===== src/rtl/gshare_bpu_if.sv =====
// Fetch/execute side bundle of the gshare predictor: predict request/response,
// resolved-branch update and status/performance outputs.
interface gshare_bpu_if #(
   parameter int PC_W     = 32,
   parameter int GHR_BITS = 8,
   parameter int PERF_W   = 16
);
   logic                req_valid;
   logic                req_ready;
   logic [PC_W-1:0]     req_pc;
   logic                req_is_br;
   logic                req_is_jmp;

   logic                pred_valid;
   logic                pred_taken;
   logic [GHR_BITS-1:0] pred_ghr;

   logic                upd_valid;
   logic [PC_W-1:0]     upd_pc;
   logic [GHR_BITS-1:0] upd_ghr;
   logic                upd_taken;
   logic                upd_mispredict;

   logic                init_done;
   logic [PERF_W-1:0]   perf_br;
   logic [PERF_W-1:0]   perf_miss;

   modport master (
      output req_valid, req_pc, req_is_br, req_is_jmp,
      output upd_valid, upd_pc, upd_ghr, upd_taken, upd_mispredict,
      input  req_ready, pred_valid, pred_taken, pred_ghr,
      input  init_done, perf_br, perf_miss
   );

   modport slave (
      input  req_valid, req_pc, req_is_br, req_is_jmp,
      input  upd_valid, upd_pc, upd_ghr, upd_taken, upd_mispredict,
      output req_ready, pred_valid, pred_taken, pred_ghr,
      output init_done, perf_br, perf_miss
   );
endinterface


===== src/rtl/gshare_bpu.sv =====
// Parametrised gshare predictor: speculative GHR with checkpoint recovery,
// post-reset table sweep to weakly-not-taken, saturating perf counters.
module gshare_bpu #(
   parameter int PC_W     = 32,
   parameter int IDX_BITS = 8,
   parameter int GHR_BITS = 8,
   parameter int CTR_BITS = 2,
   parameter int PERF_W   = 16
) (
   input  logic        i_clk,
   input  logic        i_rst_n,
   gshare_bpu_if.slave io_bus
);
   localparam int ENTRIES = 1 << IDX_BITS;
   localparam logic [CTR_BITS-1:0] CTR_INIT = CTR_BITS'((1 << (CTR_BITS - 1)) - 1);
   localparam logic [CTR_BITS-1:0] CTR_MAX  = '1;
   localparam logic [PERF_W-1:0]   PERF_MAX = '1;

   typedef enum logic {ST_INIT, ST_RUN} state_t;

   state_t              r_state;
   logic [IDX_BITS-1:0] r_sweep_idx;
   logic [GHR_BITS-1:0] r_ghr;
   logic                r_init_done;
   logic                r_pred_valid;
   logic                r_pred_taken;
   logic [GHR_BITS-1:0] r_pred_ghr;
   logic [PERF_W-1:0]   r_perf_br;
   logic [PERF_W-1:0]   r_perf_miss;
   logic [CTR_BITS-1:0] r_table [ENTRIES];

   logic                w_recover;
   logic                w_req_ready;
   logic                w_accept;
   logic [IDX_BITS-1:0] w_idx_p;
   logic [IDX_BITS-1:0] w_idx_u;
   logic                w_pred_dir;
   logic                w_pred_taken_next;
   logic [CTR_BITS-1:0] w_ctr_u;
   logic [CTR_BITS-1:0] w_ctr_next;
   logic [GHR_BITS-1:0] w_spec_ghr;
   logic [GHR_BITS-1:0] w_rec_ghr;
   logic                w_tab_we;
   logic [IDX_BITS-1:0] w_tab_waddr;
   logic [CTR_BITS-1:0] w_tab_wdata;
   logic                w_unused;

   // Recovery owns the cycle: no speculative shift can collide with it.
   assign w_recover   = io_bus.upd_valid && io_bus.upd_mispredict;
   assign w_req_ready = (r_state == ST_RUN) && !w_recover;
   assign w_accept    = io_bus.req_valid && w_req_ready;

   assign w_idx_p = io_bus.req_pc[IDX_BITS+1:2] ^ IDX_BITS'(r_ghr);
   assign w_idx_u = io_bus.upd_pc[IDX_BITS+1:2] ^ IDX_BITS'(io_bus.upd_ghr);

   assign w_pred_dir        = r_table[w_idx_p][CTR_BITS-1];
   assign w_pred_taken_next = io_bus.req_is_jmp || (io_bus.req_is_br && w_pred_dir);
   assign w_spec_ghr        = GHR_BITS'({r_ghr, w_pred_dir});
   assign w_rec_ghr         = GHR_BITS'({io_bus.upd_ghr, io_bus.upd_taken});

   assign w_ctr_u = r_table[w_idx_u];

   always_comb begin
      w_ctr_next = w_ctr_u;
      if (io_bus.upd_taken) begin
         if (w_ctr_u != CTR_MAX) w_ctr_next = w_ctr_u + 1'b1;
      end else if (w_ctr_u != '0) begin
         w_ctr_next = w_ctr_u - 1'b1;
      end
   end

   // Single write port: the sweep owns it in INIT, resolved branches in RUN.
   always_comb begin
      w_tab_we    = 1'b0;
      w_tab_waddr = r_sweep_idx;
      w_tab_wdata = CTR_INIT;
      if (r_state == ST_INIT) begin
         w_tab_we = 1'b1;
      end else if (io_bus.upd_valid) begin
         w_tab_we    = 1'b1;
         w_tab_waddr = w_idx_u;
         w_tab_wdata = w_ctr_next;
      end
   end

   always_ff @(posedge i_clk) begin
      if (w_tab_we) r_table[w_tab_waddr] <= w_tab_wdata;
   end

   always_ff @(posedge i_clk or negedge i_rst_n) begin
      if (!i_rst_n) begin
         r_state      <= ST_INIT;
         r_sweep_idx  <= '0;
         r_ghr        <= '0;
         r_init_done  <= 1'b0;
         r_pred_valid <= 1'b0;
         r_pred_taken <= 1'b0;
         r_pred_ghr   <= '0;
         r_perf_br    <= '0;
         r_perf_miss  <= '0;
      end else begin
         case (r_state)
            ST_INIT: begin
               r_pred_valid <= 1'b0;
               r_sweep_idx  <= r_sweep_idx + 1'b1;
               if (&r_sweep_idx) begin
                  r_state     <= ST_RUN;
                  r_init_done <= 1'b1;
               end
            end
            ST_RUN: begin
               r_pred_valid <= w_accept;
               if (w_accept) begin
                  r_pred_taken <= w_pred_taken_next;
                  r_pred_ghr   <= r_ghr;
               end
               if (w_recover) begin
                  r_ghr <= w_rec_ghr;
               end else if (w_accept && io_bus.req_is_br && !io_bus.req_is_jmp) begin
                  r_ghr <= w_spec_ghr;
               end
               if (io_bus.upd_valid) begin
                  if (r_perf_br != PERF_MAX) r_perf_br <= r_perf_br + 1'b1;
                  if (io_bus.upd_mispredict && (r_perf_miss != PERF_MAX))
                     r_perf_miss <= r_perf_miss + 1'b1;
               end
            end
            default: r_state <= ST_INIT;
         endcase
      end
   end

   assign io_bus.req_ready  = w_req_ready;
   assign io_bus.pred_valid = r_pred_valid;
   assign io_bus.pred_taken = r_pred_taken;
   assign io_bus.pred_ghr   = r_pred_ghr;
   assign io_bus.init_done  = r_init_done;
   assign io_bus.perf_br    = r_perf_br;
   assign io_bus.perf_miss  = r_perf_miss;

   // PC bits outside the index field do not take part in prediction.
   assign w_unused = ^{io_bus.req_pc[PC_W-1:IDX_BITS+2], io_bus.req_pc[1:0],
                       io_bus.upd_pc[PC_W-1:IDX_BITS+2], io_bus.upd_pc[1:0]};
endmodule


===== src/flat_wrapper.sv =====
// flat-port wrapper written by rule: the top's interface ports become plain ports
module gshare_bpu_flat 
#(
   parameter int PC_W     = 32,
   parameter int IDX_BITS = 8,
   parameter int GHR_BITS = 8,
   parameter int CTR_BITS = 2,
   parameter int PERF_W   = 16
)
  (i_clk, i_rst_n, io_bus_req_valid, io_bus_req_pc, io_bus_req_is_br, io_bus_req_is_jmp, io_bus_upd_valid, io_bus_upd_pc, io_bus_upd_ghr, io_bus_upd_taken, io_bus_upd_mispredict, io_bus_req_ready, io_bus_pred_valid, io_bus_pred_taken, io_bus_pred_ghr, io_bus_init_done, io_bus_perf_br, io_bus_perf_miss);
  gshare_bpu_if #(.PC_W(PC_W), .GHR_BITS(GHR_BITS), .PERF_W(PERF_W)) io_bus_i ();
  input  logic i_clk;
  input  logic i_rst_n;
  input wire logic [$bits(io_bus_i.req_valid)-1:0] io_bus_req_valid;
  input wire logic [$bits(io_bus_i.req_pc)-1:0] io_bus_req_pc;
  input wire logic [$bits(io_bus_i.req_is_br)-1:0] io_bus_req_is_br;
  input wire logic [$bits(io_bus_i.req_is_jmp)-1:0] io_bus_req_is_jmp;
  input wire logic [$bits(io_bus_i.upd_valid)-1:0] io_bus_upd_valid;
  input wire logic [$bits(io_bus_i.upd_pc)-1:0] io_bus_upd_pc;
  input wire logic [$bits(io_bus_i.upd_ghr)-1:0] io_bus_upd_ghr;
  input wire logic [$bits(io_bus_i.upd_taken)-1:0] io_bus_upd_taken;
  input wire logic [$bits(io_bus_i.upd_mispredict)-1:0] io_bus_upd_mispredict;
  output wire logic [$bits(io_bus_i.req_ready)-1:0] io_bus_req_ready;
  output wire logic [$bits(io_bus_i.pred_valid)-1:0] io_bus_pred_valid;
  output wire logic [$bits(io_bus_i.pred_taken)-1:0] io_bus_pred_taken;
  output wire logic [$bits(io_bus_i.pred_ghr)-1:0] io_bus_pred_ghr;
  output wire logic [$bits(io_bus_i.init_done)-1:0] io_bus_init_done;
  output wire logic [$bits(io_bus_i.perf_br)-1:0] io_bus_perf_br;
  output wire logic [$bits(io_bus_i.perf_miss)-1:0] io_bus_perf_miss;
  assign io_bus_i.req_valid = io_bus_req_valid;
  assign io_bus_i.req_pc = io_bus_req_pc;
  assign io_bus_i.req_is_br = io_bus_req_is_br;
  assign io_bus_i.req_is_jmp = io_bus_req_is_jmp;
  assign io_bus_i.upd_valid = io_bus_upd_valid;
  assign io_bus_i.upd_pc = io_bus_upd_pc;
  assign io_bus_i.upd_ghr = io_bus_upd_ghr;
  assign io_bus_i.upd_taken = io_bus_upd_taken;
  assign io_bus_i.upd_mispredict = io_bus_upd_mispredict;
  assign io_bus_req_ready = io_bus_i.req_ready;
  assign io_bus_pred_valid = io_bus_i.pred_valid;
  assign io_bus_pred_taken = io_bus_i.pred_taken;
  assign io_bus_pred_ghr = io_bus_i.pred_ghr;
  assign io_bus_init_done = io_bus_i.init_done;
  assign io_bus_perf_br = io_bus_i.perf_br;
  assign io_bus_perf_miss = io_bus_i.perf_miss;
  gshare_bpu #(.PC_W(PC_W), .IDX_BITS(IDX_BITS), .GHR_BITS(GHR_BITS), .CTR_BITS(CTR_BITS), .PERF_W(PERF_W)) u_core (.i_clk(i_clk), .i_rst_n(i_rst_n), .io_bus(io_bus_i));
endmodule

===== config.mk =====
export PLATFORM = sky130hd
export DESIGN_NAME = gshare_bpu_flat
export DESIGN_NICKNAME = d
export VERILOG_FILES = /design/src/rtl/gshare_bpu_if.sv /design/src/rtl/gshare_bpu.sv /design/src/flat_wrapper.sv
export SDC_FILE = /design/constraint.sdc
export NUM_CORES = 1
export LEC_CHECK = 0
export BUFFER_PORTS_ARGS = -buffer_cell sky130_fd_sc_hd__buf_2
export CAP_MARGIN = 20
export CORE_MARGIN = 1
export CORE_UTILIZATION = 30
export DETAILED_ROUTE_END_ITERATION = 6
export GPL_ROUTABILITY_DRIVEN = 1
export GPL_TIMING_DRIVEN = 0
export SLEW_MARGIN = 30
export SYNTH_ARGS = -nofsm -noshare
export SYNTH_HDL_FRONTEND = slang
export SYNTH_SLANG_ARGS = --single-unit

===== constraint.sdc =====
create_clock -name i_clk -period 18.2 [get_ports i_clk]
set_clock_uncertainty 0.15 [all_clocks]
set_input_delay 5.46 -clock i_clk [delete_from_list [all_inputs] [get_ports i_clk]]
set_output_delay 5.46 -clock i_clk [all_outputs]
set_load 0.005 [all_outputs]

# Word level (Yosys, flattened, before mapping)
# Memories as Yosys holds them, arrays and structs flattened.
# Cells that the tools add are included.
# classes
shift	0
addsub	5
n_mul	0
reduce_logical	18
n_eq_ne	3
mux	16
n_bitwise	3
n_lt_le_gt_ge	0
n_div	0
# ops
op	count
adder 16 x 1 -> 16 bit (second input constant)	2
two-way mux 8 bit	4
inequality test 16 bit (second input constant)	2
XOR 8 bit	2
two-way mux 2 bit	5
AND reduction 9 bit	1
adder 8 x 1 -> 8 bit (second input constant)	1
AND reduction 8 bit	1
logical AND 1 bit	7
two-way mux 1 bit	6
AND reduction 3 bit	2
AND reduction 2 bit	2
nonzero test 2 bit	2
adder 2 x 1 -> 2 bit (second input constant)	1
logical NOT 1 bit	2
inequality test 2 bit (second input constant)	1
case mux 1 bit (2 select lines)	1
subtractor 2 x 1 -> 2 bit (second input constant)	1
logical OR 1 bit	1
inverter 1 bit	1
# word_totals
latch_bits	0
rom_bits	0
word_cells	55
n_memories	1
out_inout_bits	44
ramBits	512
reg_bits	60
input_bits	80
# memory_table
memory	depth	width	read_ports	rd_ports_with_merged_regs	wr	line	source
u_core.r_table	256	2	2	0	1	gshare_bpu.sv:30	logic [CTR_BITS-1:0] r_table [ENTRIES];

# Longest topological paths before layout
# Gate-level depths: netlist of run 1.
# depth
depth_word	8
ltp_mapped	11
depth_no_buf	8

# Worst setup path before layout of run 1
# No wires, ideal clock.
# synth_timing
path_kind	input to register
startpoint	input port io_bus_upd_ghr[0]
endpoint	memory u_core.r_table[0][0] (data pin)
t_required_ns	15.803
setup_ns	2.247
stages	9
path_slack_ns	-1.971
arrival_time_ns	17.774
n_path_buf	1
path_cell_list	xor2_4 -> buf_12 -> mux4_1 -> nand2_1 -> a21oi_1 -> or4b_4 -> o22ai_2 -> nor3_1 -> a211oi_1
# synth_between
elab_chain_cells	7
word_cells_on_any_way	11
cone_classes	add/sub (2); eq/ne (1); mux (5); bitwise (1); reduce/logical (1); memory (1)
# synth_lines
element	line	source
start: declaration	flat_wrapper.sv:20	input wire logic [$bits(io_bus_i.upd_ghr)-1:0] io_bus_upd_ghr;
XOR 8 bit (*)	gshare_bpu.sv:54	assign w_idx_u = io_bus.upd_pc[IDX_BITS+1:2] ^ IDX_BITS'(io_bus.upd_ghr);
memory read (256 x 2 bit) (*)	n/a	
subtractor 2 x 1 -> 2 bit (tied with other cells)	gshare_bpu.sv:68	w_ctr_next = w_ctr_u - 1'b1;
two-way mux 2 bit, on equally long branches	gshare_bpu.sv:67, gshare_bpu.sv:66	
two-way mux 2 bit (*)	gshare_bpu.sv:65	if (io_bus.upd_taken) begin
two-way mux 2 bit (*)	gshare_bpu.sv:79	end else if (io_bus.upd_valid) begin
two-way mux 2 bit (*)	gshare_bpu.sv:77	if (r_state == ST_INIT) begin
named net u_core.w_tab_wdata[0]	gshare_bpu.sv:45	logic [CTR_BITS-1:0] w_tab_wdata;
end: declaration	gshare_bpu.sv:30	
# The timed path passes the listed nets; every way through them passes the cells marked *.

# Worst setup path in the final report of run 1
# layout_timing
startpoint	input port io_bus_upd_valid
endpoint	output port io_bus_req_ready
# layout_between
elab_chain_cells	3
# layout_lines
element	line	source
start: declaration	flat_wrapper.sv:18	input wire logic [$bits(io_bus_i.upd_valid)-1:0] io_bus_upd_valid;
logical AND 1 bit	gshare_bpu.sv:49	assign w_recover = io_bus.upd_valid && io_bus.upd_mispredict;
logical NOT 1 bit	gshare_bpu.sv:50	assign w_req_ready = (r_state == ST_RUN) && !w_recover;
logical AND 1 bit	gshare_bpu.sv:50	
end: declaration	flat_wrapper.sv:23	output wire logic [$bits(io_bus_i.req_ready)-1:0] io_bus_req_ready;
# Every way passes these cells.

==> results.yml, run 1 <==
status:
  status: "complete, no violations"
grt:
  grt_max_degree: 61
  grt_antenna_before_repair: 1
  grt_pass1_vias: 16900
  grt-ovfl-total: 0
  grt_pass1_wl_microns: 123000
  grt_usage: 0.194
min_path:
  min_from: "u_core.io_bus.init_done$_DFFE_PN0P_"
  min_path_cells: 1
  hold_class: "reg -> reg"
  holdPathEnd: "u_core.io_bus.init_done$_DFFE_PN0P_"
route:
  drt_iter0_drc: 2706
  vias_per_cell: 5.67
  drc_errors: 0
  wl_per_cell_microns: 28.9
  num_vias: 17300
  antenna_left: 0
  dr.pass1.iters: 6
  routed_wl_microns: 88200
power_and_ir_drop:
  p_leak_nw: 9.99
  p_sw_w: 0.000671
  ir_worst_vdd_mv: 0.0757
  seq_power_share: 0.485
  p_per_area_mw_per_mm2: 94.7
  p_int_w: 0.00224
  total_power_w: 0.00291
  comb_power_share: 0.075
  p_clk_frac: 0.440
  p_sw_frac: 0.231
placed_design:
  place_congestion: 0.962
  io_buffers: 75
  place_hpwl_microns: 60200
critical_path:
  path_common_cell: "buf_2"
  critPathLaunchType: "input pin"
  r2r_setup_slack_ns: 13.69
  path_delay_family: "buffers and inverters"
  regToRegStartpoint: "u_core.r_table[17][1]$_DFFE_PP_"
  worstSetupPathType: "in -> out"
  slowest_delay_ns: 0.16
  worst-path-max-fanout: 4
  worstRegToRegCells: 13
  critPathCaptureType: "primary output"
  r2r-end: "u_core.r_table[144][1]$_DFFE_PP_"
  arrival_ns: 5.96
  cp_cell_sequence: "buf_2 > nand2_1 > and2_1 > buf_2"
  path_buf_inv: 2
  critPathRequiredTime_ns: 12.59
  slowest_stage: "and2_1"
die:
  io_pins: 124
  core_sq_mm: 0.0869
  die_h_microns: 298
  initial_core_util: 0.303
  row_count: 108
  die_area_sq_mm: 0.0891
  die_x_microns: 298
yosys:
  synth_cells: 1668
  netlist_area_sq_mm: 0.0264
  synth_edf_count: 512
  synth_compound_area_frac: 0.0381
  synthSimpleGateAreaFrac: 0.0853
  async_flop_share: 0.105
  synthMuxAreaShare: 0.188
  synth-adder-area-share: 0.00142
  synth_xor_area_frac: 0.0213
  postSynth.topFlopCell: "edfxtp_1"
  ys_seq_elements: 572
  yosysSeqAreaShare: 0.640
  yosysWarnings: 0
  syn_area_per_cell_sq_um: 15.8
  synth_top_family_by_area: "multiplexers"
  synth_cell_types: 68
  syn_nets: 1751
timing:
  setup_tns_ns: 0
  slew_violations: 0
  worst_pin_slew_ns: 1.23
  slew-limit-headroom: 0.174
  max_freq_mhz: 86.4
  rsz0062_at_grt: "false"
  finalHoldViolations: 0
  setup_viol: 0
  hold_ws_ns: 0.332
  min_period_over_period: 0.636
  fin_crit_ns: 11.57
layout:
  diodes: 0
  multi_input_comb_area_sq_mm: 0.00888
  seq_area_sq_mm: 0.0169
  syn2layout_area_growth_pct: 16.4
  fin_nets: 1935
  drive_gt1_frac: 0.238
  final_cell_mix: "edfxtp_1, nor2_1, nand2_1"
  fin_util: 0.353
  nFillCells: 8162
  final_common_cell: "edfxtp_1"
cts:
  cts_resized: 0
  cts_buffers: 60
  hold_buffers: 0
  clk_pin_slew_ns: 0.06
  cts_buffer_depth: 3
  clock_latency_ns: 0.64
  root_buffer: "clkbuf_16"
  clock-sinks: 572
  cts_tree: "done"
  post_cts_buffers: 0
  cts_max_level: 2
run:
  max_cap_viol_count: 0
## metrics by stage
stage	std cells	instance area, sq um	worst slack (ns)
2_1_floorplan	1668	26400	2.66
3_3_place_gp	2898	28200	-5.35
3_5_place_dp	2945	28700	6.64
4_1_cts	3056	30700	6.64
5_1_grt	3056	30700	6.60
6_report	3056	30700	6.63
## worst register-to-register path: cells and delay by family (launching register included)
family	cells	cell delay, ns
buffers and inverters	6	1.23
flip-flops	1	0.40
multiplexers	1	0.54
AND/OR/NAND/NOR	2	0.93
AO/OA/AOI/OAI	4	1.01
## worst max path at each step
stage                 startpoint                          endpoint  slack (ns)  cells past startpoint
2_1_floorplan  io_bus_upd_ghr[2]    u_core.r_table[0][1]$_DFFE_PP_        2.66                     10
3_3_place_gp   io_bus_upd_ghr[2]  u_core.r_table[162][1]$_DFFE_PP_       -5.35                     11
3_5_place_dp    io_bus_upd_valid                  io_bus_req_ready        6.64                      4
4_1_cts         io_bus_upd_valid                  io_bus_req_ready        6.64                      4
5_1_grt         io_bus_upd_valid                  io_bus_req_ready        6.60                      4
6_report        io_bus_upd_valid                  io_bus_req_ready        6.63                      4
## layout make-up
cell class | instances | share of cell area
plain buffers | 98 | 0.0220
repair buffers | 122 | 0.0249
clock buffers | 81 | 0.0538
flip-flops and latches | 572 | 0.550
inverters | 5 | 0.000611
clock inverters | 30 | 0.0125
well taps | 1155 | 0.0471
multi-input cells | 993 | 0.289
## synth_stat cells, types with 3 or more instances
cell / number / share of area
edfxtp_1: 512 / 0.58
and2_1: 5 / 0.0012
nor2_1: 294 / 0.042
buf_4: 9 / 0.0026
clkbuf_1: 47 / 0.0067
a31oi_1: 14 / 0.0033
o211ai_1: 7 / 0.0020
nand3_1: 29 / 0.0055
buf_2: 20 / 0.0038
a22oi_1: 31 / 0.0088
a211oi_1: 4 / 0.0011
o21ai_0: 17 / 0.0032
buf_6: 9 / 0.0038
nor3_1: 8 / 0.0015
dfrtp_1: 60 / 0.057
a21oi_1: 22 / 0.0042
mux2_2: 22 / 0.0094
nand3b_1: 3 / 0.00085
buf_8: 4 / 0.0023
mux4_2: 131 / 0.11
nor2b_1: 5 / 0.0012
xnor2_1: 32 / 0.011
mux4_1: 48 / 0.048
o31ai_1: 5 / 0.0014
and3_1: 7 / 0.0017
and4_1: 3 / 0.0010
a32o_1: 3 / 0.0011
ha_1: 3 / 0.0014
nand4_1: 17 / 0.0040
mux2i_1: 50 / 0.019
nand2b_1: 5 / 0.0012
inv_1: 5 / 0.00071
a32oi_1: 6 / 0.0020
nand2_1: 157 / 0.022
buf_12: 7 / 0.0053
xor2_1: 24 / 0.0080
## power groups by stage
stage               registers [W]  logic [W]  clock network, W
global placement          0.00144   0.000209                 0
floorplan                 0.00144   0.000115                 0
global route              0.00141   0.000219           0.00134
CTS                       0.00141   0.000212           0.00129
detailed placement        0.00144   0.000211                 0
finish                    0.00141   0.000219           0.00128
## flip-flops by register name (all words and copies together), names as in the netlist
name                      cells
u_core.io_bus.perf_br        16
u_core.io_bus.perf_miss      16
u_core.io_bus.init_done       1
u_core.io_bus.pred_taken      1
u_core.r_state                1
u_core.r_table              512
u_core.r_sweep_idx            8
u_core.r_ghr                  8
u_core.io_bus.pred_ghr        8
u_core.io_bus.pred_valid      1
## per-layer routing
layer	vias up	wire, microns	GRT usage
li1	6923	-	-
met1	8869	33300	0.251
met2	1265	39700	0.298
met3	263	10500	0.0547
met4	2	4680	0.0935
met5	-	14	0
## logic make-up after synthesis
group | after synthesis
buffers and inverters | 103
adders and majority gates | 3
xor gates and xnor gates | 59
and+or+nand+nor | 542
DFF | 572
AOI/OAI and AO/OA | 138
muxes | 251
No activity file was read; power rests on OpenSTA's default activity.
==> run 2, diff against run 1 <==
Clock period 18.2 ns to 10.77 ns, I/O delays scaled along.
==> results.yml, run 2 (synthesis results as in run 1) <==
status:
  status: "finished, violations left"
  violations: "design-rule violations"
power_and_ir_drop:
  ir_worst_vdd_mv: 0.125
  p_leak_nw: 9.94
  total_power_w: 0.00480
  p_per_area_mw_per_mm2: 157
timing:
  slew_violations: 0
  slew-limit-headroom: 0.258
  fin_crit_ns: 8.09
  hold_ws_ns: 0.330
  rsz0062_at_grt: "false"
  finalHoldViolations: 0
  fin_ws_ns: 2.68
  max_freq_mhz: 124
  min_period_over_period: 0.751
  setup_viol: 0
  worst_pin_slew_ns: 1.11
layout:
  design_area_sq_mm: 0.0306
  syn2layout_area_growth_pct: 16.2
  fin_cells: 3058
  nFillCells: 8209
  drive_gt1_frac: 0.239
  top_register: "u_core.r_table"
  final_cell_mix: "edfxtp_1, nor2_1, nand2_1"
  fin_nets: 1934
  largest_reg_flops: 512
  final_common_cell: "edfxtp_1"
critical_path:
  worstSetupPathType: "in -> reg"
  critPathCaptureType: "flip-flop"
  path_buf_inv: 8
  cp_cell_sequence: "buf_2 > xnor2_1 > buf_2 > nor2_1 > buf_2 > a22oi_1 > a21oi_1 > nor2_1 > a22oi_1 > nand2_1 > o211ai_1 > buf_2 > buf_2 > buf_4 > buf_2 > buf_2"
  path_common_cell: "buf_2"
  critPathLaunchType: "input pin"
  slowest_stage: "nor2_1"
  path_delay_family: "buffers and inverters"
  regToRegStartpoint: "u_core.r_ghr[1]$_DFFE_PN0P_"
  slowest_delay_ns: 0.84
  critPathRequiredTime_ns: 11.09
  arrival_ns: 8.41
  startpoint: "io_bus_upd_ghr[2]"
  worst-path-max-fanout: 10
grt:
  grt_usage: 0.193
  grt-ovfl-total: 0
  grt_max_degree: 61
  grt_antenna_before_repair: 2
  grt_pass1_wl_microns: 123000
  grt_pass1_vias: 17200
route:
  wl_per_cell_microns: 28.5
  dr.pass1.iters: 7
  vias_per_cell: 5.59
  drt_iter0_drc: 2360
  routed_wl_microns: 87000
  num_vias: 17100
  drc_errors: 1
  antenna_left: 0
run:
  max_cap_viol_count: 0
die:
  row_count: 108
  die_area_sq_mm: 0.0891
  initial_core_util: 0.303
  core_sq_mm: 0.0869
  die_h_microns: 298
  die_x_microns: 298
  io_pins: 124
cts:
  clock_latency_ns: 0.64
  clock-sinks: 572
  cts_buffers: 59
  cts_buffer_depth: 3
  post_cts_buffers: 0
  cts_max_level: 2
  cts_tree: "done"
  hold_buffers: 0
  cts_resized: 0
  root_buffer: "clkbuf_16"
  clk_pin_slew_ns: 0.06
min_path:
  min_from: "u_core.io_bus.perf_miss[11]$_DFFE_PN0P_"
  hold_class: "reg -> reg"
placed_design:
  place_congestion: 0.985
  placed_area_sq_mm: 0.0287
  place_ws_ns: 2.41
  place_hpwl_microns: 60200
  place_inst: 2945
  io_buffers: 75
run 2: metal layers:
metal,up-vias,routed length (microns),global-route usage
li1,6915,-,-
met1,8776,33100,0.248
met2,1143,40100,0.306
met3,263,9110,0.0460
met4,4,4680,0.0932
met5,-,20,0
run 2: final timing paths:
kind	endpoint	cells past startpoint	slack [ns]
min reg2reg	u_core.io_bus.perf_miss[11]$_DFFE_PN0P_	1	0.33
min	u_core.io_bus.perf_miss[11]$_DFFE_PN0P_	1	0.33
max in group asynchronous	u_core.io_bus.perf_miss[8]$_DFFE_PN0P_	1	7.44
max reg2reg	u_core.io_bus.pred_taken$_DFFE_PN0P_	10	6.42
min in group asynchronous	u_core.io_bus.perf_br[10]$_DFFE_PN0P_	1	2.52
max	u_core.r_table[210][1]$_DFFE_PP_	16	2.68
run 2: final cells by class:
cell class	instances	area [sq um]	area share
clock inverters	38	343	0.0112
clock buffers	74	1570	0.0514
flip-flops and latches	572	16900	0.551
diodes	1	2.50	0.0000817
inverters	5	18.8	0.000613
plain buffers	98	691	0.0226
well taps	1155	1450	0.0472
repair buffers	122	758	0.0248
multi-input cells	993	8920	0.291
run 2: report_power, final:
group / switching, W / internal [W] / leakage, nW
registers: 0 / 0.00238 / 5.31
clock network: 0.000875 / 0.00117 / 0.943
logic: 0.000256 / 0.000113 / 3.69
run 2: through the flow:
step / TNS (ns) / utilization
after floorplan: -998.44 / -
after global placement: -4732.48 / 0.325
after detailed placement: 0 / 0.330
after CTS: 0 / 0.352
after global routing: 0 / 0.352
final: 0 / 0.352
run 2: worst register-to-register path, delay by kind of cell, from the launching register on:
kind / cells / cell delay (ns)
compound gates: 2 / 0.25
mux: 2 / 0.81
xor+xnor: 1 / 0.71
simple gates: 3 / 0.55
flops: 1 / 0.43
buf+inv: 2 / 1.32
==> run 3, diff against run 2 <==
Clock period 10.77 ns to 6.5 ns, I/O delays scaled along.
==> results.yml, run 3 (synthesis results as in run 1) <==
layout:
  diodes: 0
  top_register: "u_core.r_table"
  fin_cells: 3052
  drive_gt1_frac: 0.240
  largest_reg_flops: 512
  final_cell_mix: "edfxtp_1, nor2_1, nand2_1"
  final_common_cell: "edfxtp_1"
  fin_nets: 1934
  nFillCells: 8227
  design_area_sq_mm: 0.0306
  syn2layout_area_growth_pct: 16.1
placed_design:
  place_hpwl_microns: 60100
  placed_area_sq_mm: 0.0287
  place_inst: 2944
  place_congestion: 0.988
  io_buffers: 75
power_and_ir_drop:
  ir_worst_vdd_mv: 0.212
  p_per_area_mw_per_mm2: 260
  p_leak_nw: 9.95
die:
  io_pins: 124
  initial_core_util: 0.303
  core_sq_mm: 0.0869
  row_count: 108
  die_x_microns: 298
  die_area_sq_mm: 0.0891
  die_h_microns: 298
min_path:
  min_from: "u_core.io_bus.init_done$_DFFE_PN0P_"
  hold_class: "reg -> reg"
  min_path_cells: 1
  holdPathEnd: "u_core.io_bus.init_done$_DFFE_PN0P_"
grt:
  grt_usage: 0.192
  grt_pass1_wl_microns: 123000
  grt_pass1_vias: 17100
  grt-ovfl-total: 0
  grt_max_degree: 61
  grt_antenna_before_repair: 0
timing:
  rsz0062_at_grt: "false"
  slew-limit-headroom: 0.191
  finalHoldViolations: 0
  fin_crit_ns: 6.20
  min_period_over_period: 0.954
  setup_tns_ns: 0
  max_freq_mhz: 161
  setup_viol: 0
  hold_ws_ns: 0.341
  worst_pin_slew_ns: 1.20
  slew_violations: 0
route:
  wl_per_cell_microns: 28.4
  wl_met3_microns: 9350
  wl_met2_microns: 39800
  vias_per_cell: 5.67
  routed_wl_microns: 86800
  antenna_left: 0
  routed.top_layer: "met4"
  dr.pass1.iters: 5
  drt_iter0_drc: 2486
  wl_met1_microns: 33300
  num_vias: 17300
  drc_errors: 0
critical_path:
  regToRegStartpoint: "u_core.r_ghr[1]$_DFFE_PN0P_"
  worstSetupPathType: "in -> reg"
  critPathLaunchType: "input pin"
  worst-path-max-fanout: 12
  r2r_setup_slack_ns: 2.33
  worstRegToRegCells: 11
  r2r-end: "u_core.io_bus.pred_taken$_DFFE_PN0P_"
  critPathCaptureType: "flip-flop"
  critPathRequiredTime_ns: 6.80
  arrival_ns: 6.50
cts:
  cts_resized: 0
  cts_max_level: 2
  clock_latency_ns: 0.63
  clock-sinks: 572
  cts_tree: "done"
  root_buffer: "clkbuf_16"
  cts_buffers: 58
  cts_buffer_depth: 3
  clk_pin_slew_ns: 0.06
run:
  max_cap_viol_count: 0
status:
  status: "complete, no violations"
==> run 3: cell types whose count changed in the layout (fill, tap and decap cells not counted), sizes merged <==
cell | before | now
buf | 173 | 174
diode | 1 | 0
inv | 7 | 6
clkbuf | 121 | 118
clkinv | 29 | 27
==> run 3: area by class of cell <==
cell class | instances | area [sq um] | area share
sequential | 572 | 16900 | 0.552
multi-input combinational | 993 | 8920 | 0.291
clock buffer | 71 | 1560 | 0.0511
tap | 1155 | 1450 | 0.0472
timing repair buffer | 123 | 772 | 0.0252
buffer | 98 | 688 | 0.0225
clock inverter | 35 | 318 | 0.0104
inverter | 5 | 18.8 | 0.000613
==> run 3: repair_timing <==
| item | in CTS | in global routing |
|---|---|---|
| endpoints found under the hold margin | 0 | 0 |
| setup buffers | 0 | 2 |
| setup endpoints to repair | 0 | 20 |
| hold buffers | 0 | 0 |
==> run 3: metal layers <==
| metal | up-vias | GRT usage |
|---|---|---|
| li1 | 6932 | - |
| met1 | 8916 | 0.253 |
| met2 | 1199 | 0.304 |
| met3 | 257 | 0.0440 |
| met4 | 0 | 0.0832 |
| met5 | - | 0 |
==> run 3: how the worst max path moves through the flow <==
stage,start,endpoint,slack (ns)
6_report,io_bus_upd_ghr[1],u_core.r_table[228][1]$_DFFE_PP_,0.30
5_1_grt,io_bus_upd_ghr[1],u_core.r_table[224][1]$_DFFE_PP_,0.33
4_1_cts,io_bus_upd_ghr[1],u_core.r_table[227][1]$_DFFE_PP_,0.14
3_5_place_dp,io_bus_upd_ghr[1],u_core.r_table[226][1]$_DFFE_PP_,-0.50
3_3_place_gp,io_bus_upd_ghr[3],u_core.r_table[16][1]$_DFFE_PP_,-13.38
2_1_floorplan,io_bus_upd_pc[2],u_core.r_table[0][1]$_DFFE_PP_,-5.37
==> run 3: report_power, final <==
group / switching [W] / leakage, nW / internal, W / total, W
clock network: 0.00145 / 0.926 / 0.00194 / 0.00339
logic: 0.000424 / 3.71 / 0.000188 / 0.000611
registers: 0 / 5.31 / 0.00395 / 0.00395
==> run 3: worst max-delay path: stages <==
cell and delay (ns):
buf_2 0.16, xnor2_2 0.65, clkbuf_2 0.40, clkbuf_1 0.72, nand2_1 0.13, a31oi_1 0.29, a2111oi_2 0.12, a22oi_1 0.41
nand2_1 0.20, o211ai_1 0.36, buf_2 0.30, buf_2 0.28, buf_2 0.27, buf_2 0.25
==> run 3: metrics by stage <==
step / total power (W) / setup slack [ns] / util
after floorplan: 0.00435 / -5.37 / -
after global placement: 0.00461 / -13.38 / 0.325
after detailed placement: 0.00462 / -0.501 / 0.330
after CTS: 0.00794 / 0.139 / 0.352
after global routing: 0.00809 / 0.328 / 0.352
final: 0.00795 / 0.302 / 0.352
